## src/rtl/frame_rr_arbiter.sv

```systemverilog
// frame_rr_arbiter: frame-granular round-robin arbiter feeding the engine input FIFO.
// One source owns the FIFO from its first beat to slv_last (or the MAXBEATS limit),
// then every source is held off until the engine reports proc_cmplt.
module frame_rr_arbiter #(
  parameter int DW       = 32,
  parameter int NSLV     = 2,
  parameter int MAXBEATS = 4096,
  localparam int SW      = $clog2(NSLV),
  localparam int CW      = $clog2(MAXBEATS) + 1
) (
  input  logic                 clk,
  input  logic                 rst_n,
  input  logic [2*NSLV-1:0]    slv_mode,
  input  logic [NSLV-1:0]      slv_req,
  input  logic [NSLV-1:0]      slv_valid,
  input  logic [DW*NSLV-1:0]   slv_data,
  input  logic [NSLV-1:0]      slv_last,
  output logic [NSLV-1:0]      slv_ready,
  input  logic                 fifo_full,
  output logic                 fifo_wr,
  output logic [DW-1:0]        fifo_wdata,
  output logic [1:0]           mode_out,
  output logic [SW-1:0]        src_id,
  input  logic                 proc_cmplt,
  output logic                 busy,
  output logic                 ovf_err
);

  typedef enum logic [1:0] {
    S_IDLE,
    S_GRANT,
    S_XFER,
    S_WAIT
  } state_t;

  state_t          r_state;
  logic [SW-1:0]   r_rr_ptr;
  logic [SW-1:0]   r_src_id;
  logic [1:0]      r_mode;
  logic [CW-1:0]   r_beat_cnt;
  logic            r_fifo_wr;
  logic [DW-1:0]   r_wdata;
  logic            r_ovf;

  logic [NSLV-1:0] w_elig;
  logic [SW-1:0]   w_cand;
  logic            w_found;
  logic [SW-1:0]   w_pick;
  logic [1:0]      w_pick_mode;
  logic            w_sel_valid;
  logic            w_sel_last;
  logic [DW-1:0]   w_sel_data;
  logic            w_ready_bit;
  logic            w_xfer;
  logic            w_cnt_max;

  // A source competes only when it requests and is not in the inactive mode
  always_comb begin
    w_elig = '0;
    for (int unsigned i = 0; i < NSLV; i++) begin
      w_elig[i] = slv_req[i] & (slv_mode[2*i +: 2] != 2'b00);
    end
  end

  // Round-robin search: first eligible index at or after rr_ptr, wrapping
  always_comb begin
    w_found = 1'b0;
    w_pick  = '0;
    w_cand  = '0;
    for (int unsigned k = 0; k < NSLV; k++) begin
      w_cand = SW'((32'(r_rr_ptr) + k) % NSLV);
      if (!w_found && w_elig[w_cand]) begin
        w_found = 1'b1;
        w_pick  = w_cand;
      end
    end
  end

  // Mode of the candidate and beat signals of the currently granted source
  always_comb begin
    w_pick_mode = '0;
    w_sel_valid = 1'b0;
    w_sel_last  = 1'b0;
    w_sel_data  = '0;
    for (int unsigned i = 0; i < NSLV; i++) begin
      if (SW'(i) == w_pick) begin
        w_pick_mode = slv_mode[2*i +: 2];
      end
      if (SW'(i) == r_src_id) begin
        w_sel_valid = slv_valid[i];
        w_sel_last  = slv_last[i];
        w_sel_data  = slv_data[i*DW +: DW];
      end
    end
  end

  // Ready follows fifo_full combinationally so a full FIFO stalls in the same cycle
  always_comb begin
    slv_ready = '0;
    for (int unsigned i = 0; i < NSLV; i++) begin
      slv_ready[i] = w_ready_bit & (SW'(i) == r_src_id);
    end
  end

  assign w_ready_bit = (r_state == S_XFER) & ~fifo_full;
  assign w_xfer      = w_ready_bit & w_sel_valid;
  assign w_cnt_max   = (r_beat_cnt == CW'(MAXBEATS - 1));

  // Arbitration FSM with registered FIFO write path and overflow pulse
  always_ff @(posedge clk or negedge rst_n) begin
    if (!rst_n) begin
      r_state    <= S_IDLE;
      r_rr_ptr   <= '0;
      r_src_id   <= '0;
      r_mode     <= '0;
      r_beat_cnt <= '0;
      r_fifo_wr  <= 1'b0;
      r_wdata    <= '0;
      r_ovf      <= 1'b0;
    end else begin
      r_fifo_wr <= w_xfer;
      r_ovf     <= 1'b0;
      if (w_xfer) begin
        r_wdata <= w_sel_data;
      end
      case (r_state)
        S_IDLE: begin
          if (w_found) begin
            r_src_id <= w_pick;
            r_mode   <= w_pick_mode;
            r_state  <= S_GRANT;
          end
        end
        S_GRANT: begin
          r_beat_cnt <= '0;
          r_state    <= S_XFER;
        end
        S_XFER: begin
          if (w_xfer) begin
            r_beat_cnt <= r_beat_cnt + 1'b1;
            if (w_sel_last) begin
              r_state <= S_WAIT;
            end else if (w_cnt_max) begin
              r_ovf   <= 1'b1;
              r_state <= S_WAIT;
            end
          end
        end
        S_WAIT: begin
          if (proc_cmplt) begin
            r_rr_ptr <= (r_src_id == SW'(NSLV - 1)) ? '0 : r_src_id + 1'b1;
            r_state  <= S_IDLE;
          end
        end
        default: r_state <= S_IDLE;
      endcase
    end
  end

  assign fifo_wr    = r_fifo_wr;
  assign fifo_wdata = r_wdata;
  assign mode_out   = r_mode;
  assign src_id     = r_src_id;
  assign ovf_err    = r_ovf;
  assign busy       = (r_state != S_IDLE);

endmodule

```

## config.mk

```make
export PLATFORM = sky130hd
export DESIGN_NAME = frame_rr_arbiter
export DESIGN_NICKNAME = d
export VERILOG_FILES = /design/src/rtl/frame_rr_arbiter.sv
export SDC_FILE = /design/constraint.sdc
export NUM_CORES = 1
export LEC_CHECK = 0
export BUFFER_PORTS_ARGS = -buffer_cell sky130_fd_sc_hd__buf_2
export CAP_MARGIN = 20
export CORE_MARGIN = 1.5
export CORE_UTILIZATION = 42
export DETAILED_ROUTE_END_ITERATION = 6
export PLACE_DENSITY_LB_ADDON = 0.05
export SYNTH_ARGS = -nofsm -noshare
export SYNTH_HDL_FRONTEND = slang
export SYNTH_SLANG_ARGS = --single-unit
```

## constraint.sdc

```tcl
create_clock -name clk -period 1.9 [get_ports clk]
set_clock_uncertainty 0.1 [all_clocks]
set_input_delay 0.19 -clock clk [delete_from_list [all_inputs] [get_ports clk]]
set_output_delay 0.19 -clock clk [all_outputs]
set_load 0.02 [all_outputs]
```

# After elaboration in Yosys (flattened, before gate mapping)
# Cells that the tools add are included.
dict set report totals {
  regBits 53
  out_inout_bits 40
  wordCells 65
}
dict set report op_classes {
  add_sub_neg 3
  magnitude_cmp 2
  eq_ne 8
  mux 25
  bitwise 8
  n_reduce_logical 11
}
# operator count
set ops {}
lappend ops {{32-bit two-way mux} 1}
lappend ops {{13-bit case mux with 2 select lines} 1}
lappend ops {{1-bit two-way mux} 15}
lappend ops {{13-bit by 1-bit adder with 13-bit output, second input constant} 1}
lappend ops {{13-bit by 12-bit == test with 1-bit output, second input constant} 1}
lappend ops {{13-bit two-way mux} 1}
lappend ops {{2-bit two-way mux} 6}
lappend ops {{2-bit case mux with 4 select lines} 1}
lappend ops {{2-bit nonzero test} 4}
lappend ops {{1-bit AND} 6}
lappend ops {{2-bit != test, second input constant} 3}
lappend ops {{2-bit AND reduction} 3}
lappend ops {{2-bit == test, second input constant} 2}
lappend ops {{1-bit by 2-bit less-than comparator with 1-bit output, second input constant} 2}
lappend ops {{4-bit AND reduction} 1}
lappend ops {{3-bit != test, second input constant} 1}
lappend ops {{1-bit adder, second input constant} 2}
lappend ops {{2-bit by 1-bit == test with 1-bit output, second input constant} 1}
lappend ops {{2-bit logical NOT} 1}
lappend ops {{1-bit NOT} 2}
lappend ops {{1-bit logical AND} 1}
lappend ops {{1-bit logical NOT} 1}

# Logic depth before layout (Yosys ltp)
dict set report logic_depth {
  word_depth 10
  ltp_mapped 9
  depth_no_buf 7
}

# Least setup slack after synthesis
# OpenSTA, ideal clock, no wires.
dict set report synth_timing {
  path_type {reg2reg}
  start {reg r_state[0]}
  end {reg r_beat_cnt[8]}
  setup_time_ps 135
  arrival_time_ps 1681
  required_ps 1665
  path_slack_ps -16
  path_stages_with_launch 9
  synth_period_minus_slack_ps 1916
  cell_sequence {dfrtp_1 > inv_1 > ha_1 > nand2b_1 > or2_1 > buf_2 > buf_6 > o311ai_2 > o41ai_2}
}
dict set report synth_via {
  elab_chain_cells 5
}
# item line
set synth_rtl {}
lappend synth_rtl {{from (decl)} 36} ;# state_t r_state;
lappend synth_rtl {{from (signal assigned)} 112} ;# r_state <= S_IDLE;
lappend synth_rtl {{from (signal assigned)} 131} ;# r_state <= S_GRANT;
lappend synth_rtl {{from (signal assigned)} 136} ;# r_state <= S_XFER;
lappend synth_rtl {{2-bit == test} {105, 126}}
lappend synth_rtl {{1-bit AND} 105} ;# assign w_ready_bit = (r_state == S_XFER) & ~fifo_full;
lappend synth_rtl {{1-bit AND} 106} ;# assign w_xfer = w_ready_bit & w_sel_valid;
lappend synth_rtl {{2-bit != test (no source line)} --}
lappend synth_rtl {{2-bit AND reduction (no source line)} --}
lappend synth_rtl {{to (signal assigned)} 140} ;# r_beat_cnt <= r_beat_cnt + 1'b1;
lappend synth_rtl {{to (decl)} 40} ;# logic [CW-1:0] r_beat_cnt;
# Several ways; a longest one is shown, not always the timed one.
# A chain may end at the register's enable or synchronous reset.

# Final worst setup path
dict set report layout_timing {
  start {reg r_src_id (netlist: src_id)}
  end {reg r_beat_cnt[3]}
}
dict set report layout_via {
  elab_chain_cells 4
}
# item line
set layout_rtl {}
lappend layout_rtl {{from (decl)} 38} ;# logic [SW-1:0] r_src_id;
lappend layout_rtl {{from (signal assigned)} 129} ;# r_src_id <= w_pick;
lappend layout_rtl {{1-bit two-way mux} 89} ;# if (SW'(i) == r_src_id) begin
lappend layout_rtl {{1-bit AND} 106}
lappend layout_rtl {{2-bit != test (no source line)} --}
lappend layout_rtl {{2-bit AND reduction (no source line)} --}
# No other way between the ends.

==> flow_summary.yaml <==
place:
  dp.final_hpwl_um: 4220
  gp_congestion: 0.805
  portBuffers: 117
yosys:
  syn_area_per_cell_um2: 10.2
  synth-edff-count: 0
  synth-simple-area-share_pct: 13.9
  netlist_area_um2: 2610
  synth-compound-area-share_pct: 12.7
  synth_cell_types: 37
  yosysSeqAreaShare_pct: 50.8
  ys_seq_elements: 53
  synthAdderAreaFrac_pct: 2.40
  synth-async-reset-ratio_pct: 100
  synthXorXnorAreaFrac_pct: 0.335
  dominantRegCellSynth: "dfrtp_1"
  synth.area.mux_share_pct: 16.1
  syn_inst: 257
  syn_nets: 340
  synth_warnings: 0
  synth_top_family_by_area: "multiplexers"
clock_network:
  htreeDepth: 2
  cts_tree: "yes"
  cts_buffer_depth: 2
  cts_inserted_buffers: 5
  cts.sinks: 53
  clkTransAtPathRegs_ns: 0.10
  cts_root_buf: "clkbuf_8"
  clock_latency_ns: 0.30
  post_cts.repair.setup_buffers: 0
routing:
  drt_iter0_drc: 89
  viasPerCell: 4.78
  dr_wl_met3_um: 365
  first_pass_iters: 4
  drt-total-wl_um: 5600
  wl_per_cell_um: 12.2
  vias: 2196
  met1_length_um: 2590
  wl_met2_um: 2600
  ant_nets: 0
  routed.top_layer: "met4"
  drc_errors: 0
sta:
  rsz0062_at_grt: "false"
  final_max_slew_viol_count: 0
  finalCritPeriodShare_pct: 95.0
  finalSetupViolCount: 0
  max_slew_margin_pct: 55.7
  fmax_mhz: 554
  worstMarginPinSlew_ns: 0.665
  whs_ns: 0.0598
  hold_viol: 0
  post-route-min-period_ns: 1.80
floorplan:
  die_w_um: 81.9
  die_h_um: 81.9
  core_um2: 5960
  die_area_um2: 6700
  start_util_pct: 43.8
  rows: 28
  num_io_pins: 118
setup_path:
  cp-end-kind: "flip-flop"
  path_cells: "mux2i_2 -> or2_4 -> buf_4 -> o21ai_0 -> a22o_1"
  critPathLaunchType: "flip-flop"
  critPathMaxStageDelay_ns: 0.42
  path_class: "reg -> reg"
  critPathArrivalTime_ns: 1.89
  crit_required_ns: 1.99
  critPathMaxFanout: 17
  slowest_stage: "dfrtp_2"
grt:
  grt.total_usage_pct: 17.1
  grt_pass1_wl_um: 8710
  grt_max_degree: 54
  grt_pass1_vias: 1937
  grt_antenna_before_repair: 0
  overflow: 0
finish:
  diodes: 0
  finish.utilization_pct: 58.2
  final_common_cell: "buf_2"
  drive_gt1_share_pct: 39.1
  final_nets: 466
  area_growth_syn_to_layout_pct: 32.8
  most-common-layout-cells: "117 x buf_2, 52 x dfrtp_1, 45 x nand2_1, 44 x o21ai_0, 40 x mux2i_1"
hold_path:
  worstHoldPathType: "in -> reg"
pwr:
  p_leak_nw: 1.82
  worst_ir_drop_vdd_v: 0.000645
  finalPower_mw: 4.56
  p_per_area_nw_per_um2: 1310
flow_run:
  cap_viol_max_count: 0
outcome:
  outcome: "completed"
## stage by stage
stage / instances / cell area, µm² / setup WS, ns / setup TNS, ns
3_5_place_dp: 449 / 3340 / -0.0350 / -0.0350
6_report: 459 / 3470 / 0.0954 / 0
5_1_grt: 459 / 3470 / 0.00649 / 0
4_1_cts: 459 / 3450 / 0.0168 / 0
3_3_place_gp: 449 / 3340 / 0.0505 / 0
2_1_floorplan: 257 / 2620 / 0.0226 / 0
## final cells by class
cell class / instances / area (µm²)
Timing Repair Buffer: 133 / 714
Inverter: 7 / 30.0
Clock buffer: 5 / 68.8
Fill cell: 578 / 2490
Multi-Input combinational cell: 183 / 1210
Clock inverter: 3 / 21.3
Tap cell: 75 / 93.8
Sequential cell: 53 / 1330
## critical path, delay by kind of cell, from the launching register on
family / cells / cell delay (ns)
compound gates: 2 / 0.35
flops: 1 / 0.42
simple gates: 1 / 0.27
buf+inv: 1 / 0.22
mux: 1 / 0.33
## repair_timing
| item | CTS | global route |
|---|---|---|
| resized for setup | 2 | 3 |
| hold endpoints to repair | 54 | 0 |
| endpoints found under the setup margin | 3 | 3 |
| hold buffers | 2 | 0 |
| cloned | 0 | 0 |
## state kept, by name, indices dropped and copies added, names as in the netlist
| name | count |
|---|---|
| fifo_wdata | 32 |
| r_beat_cnt | 13 |
| mode_out | 2 |
| r_state | 2 |
| fifo_wr | 1 |
| ovf_err | 1 |
| r_rr_ptr | 1 |
| src_id | 1 |
## Yosys cell counts, types with 3 or more instances
master / count / area (µm²)
nand2b_1: 3 / 18.8
a22o_1: 3 / 26.3
mux2i_1: 41 / 410
nand4_1: 4 / 25.0
clkbuf_1: 4 / 15.0
nor2_1: 5 / 18.8
nor2b_1: 4 / 25.0
nor3_1: 3 / 15.0
buf_2: 8 / 40.0
dfrtp_1: 53 / 1330
ha_1: 5 / 62.6
nand3_1: 5 / 25.0
inv_1: 6 / 22.5
o21ai_0: 44 / 220
nand2_1: 45 / 169
## metal layers
metal  GRT usage [%]  vias up
met2            27.3       71
met3            4.56        2
met4            5.08        0
li1                -     1146
met5               0        -
met1            22.7      977
## power breakdown
part	switching, mW	internal, mW	total (mW)	leakage, nW
clock network	0.375	0.262	0.637	0.0445
registers	0.203	1.52	1.72	0.682
logic	1.32	0.882	2.20	1.09
total	1.89	2.66	4.56	1.82
## path summary, 6_finish.rpt
path / start / to / slack, ns / cells after the start
setup reg to reg: src_id / r_beat_cnt[3] / 0.1 / 5
max in group asynchronous: rst_n / src_id / 0.81 / 3
min in group asynchronous: rst_n / r_rr_ptr / 0.43 / 3
hold / removal: slv_data[20] / fifo_wdata[20] / 0.06 / 3
setup / recovery: src_id / r_beat_cnt[3] / 0.1 / 5
hold reg to reg: fifo_wdata[2] / fifo_wdata[2] / 0.38 / 2
## kinds of logic (layout without fill, tap and decap cells)
| family | count (synthesis) | after routing |
|---|---|---|
| AO/OA/AOI/OAI | 57 | 57 |
| XOR/XNOR | 1 | 1 |
| adder cells (fa/ha/maj) | 5 | 5 |
| buffers and inverters | 21 | 148 |
| flip-flops | 53 | 53 |
| multiplexers | 42 | 42 |
| AND/OR/NAND/NOR | 78 | 78 |
No activity file was read; power rests on OpenSTA's default activity.
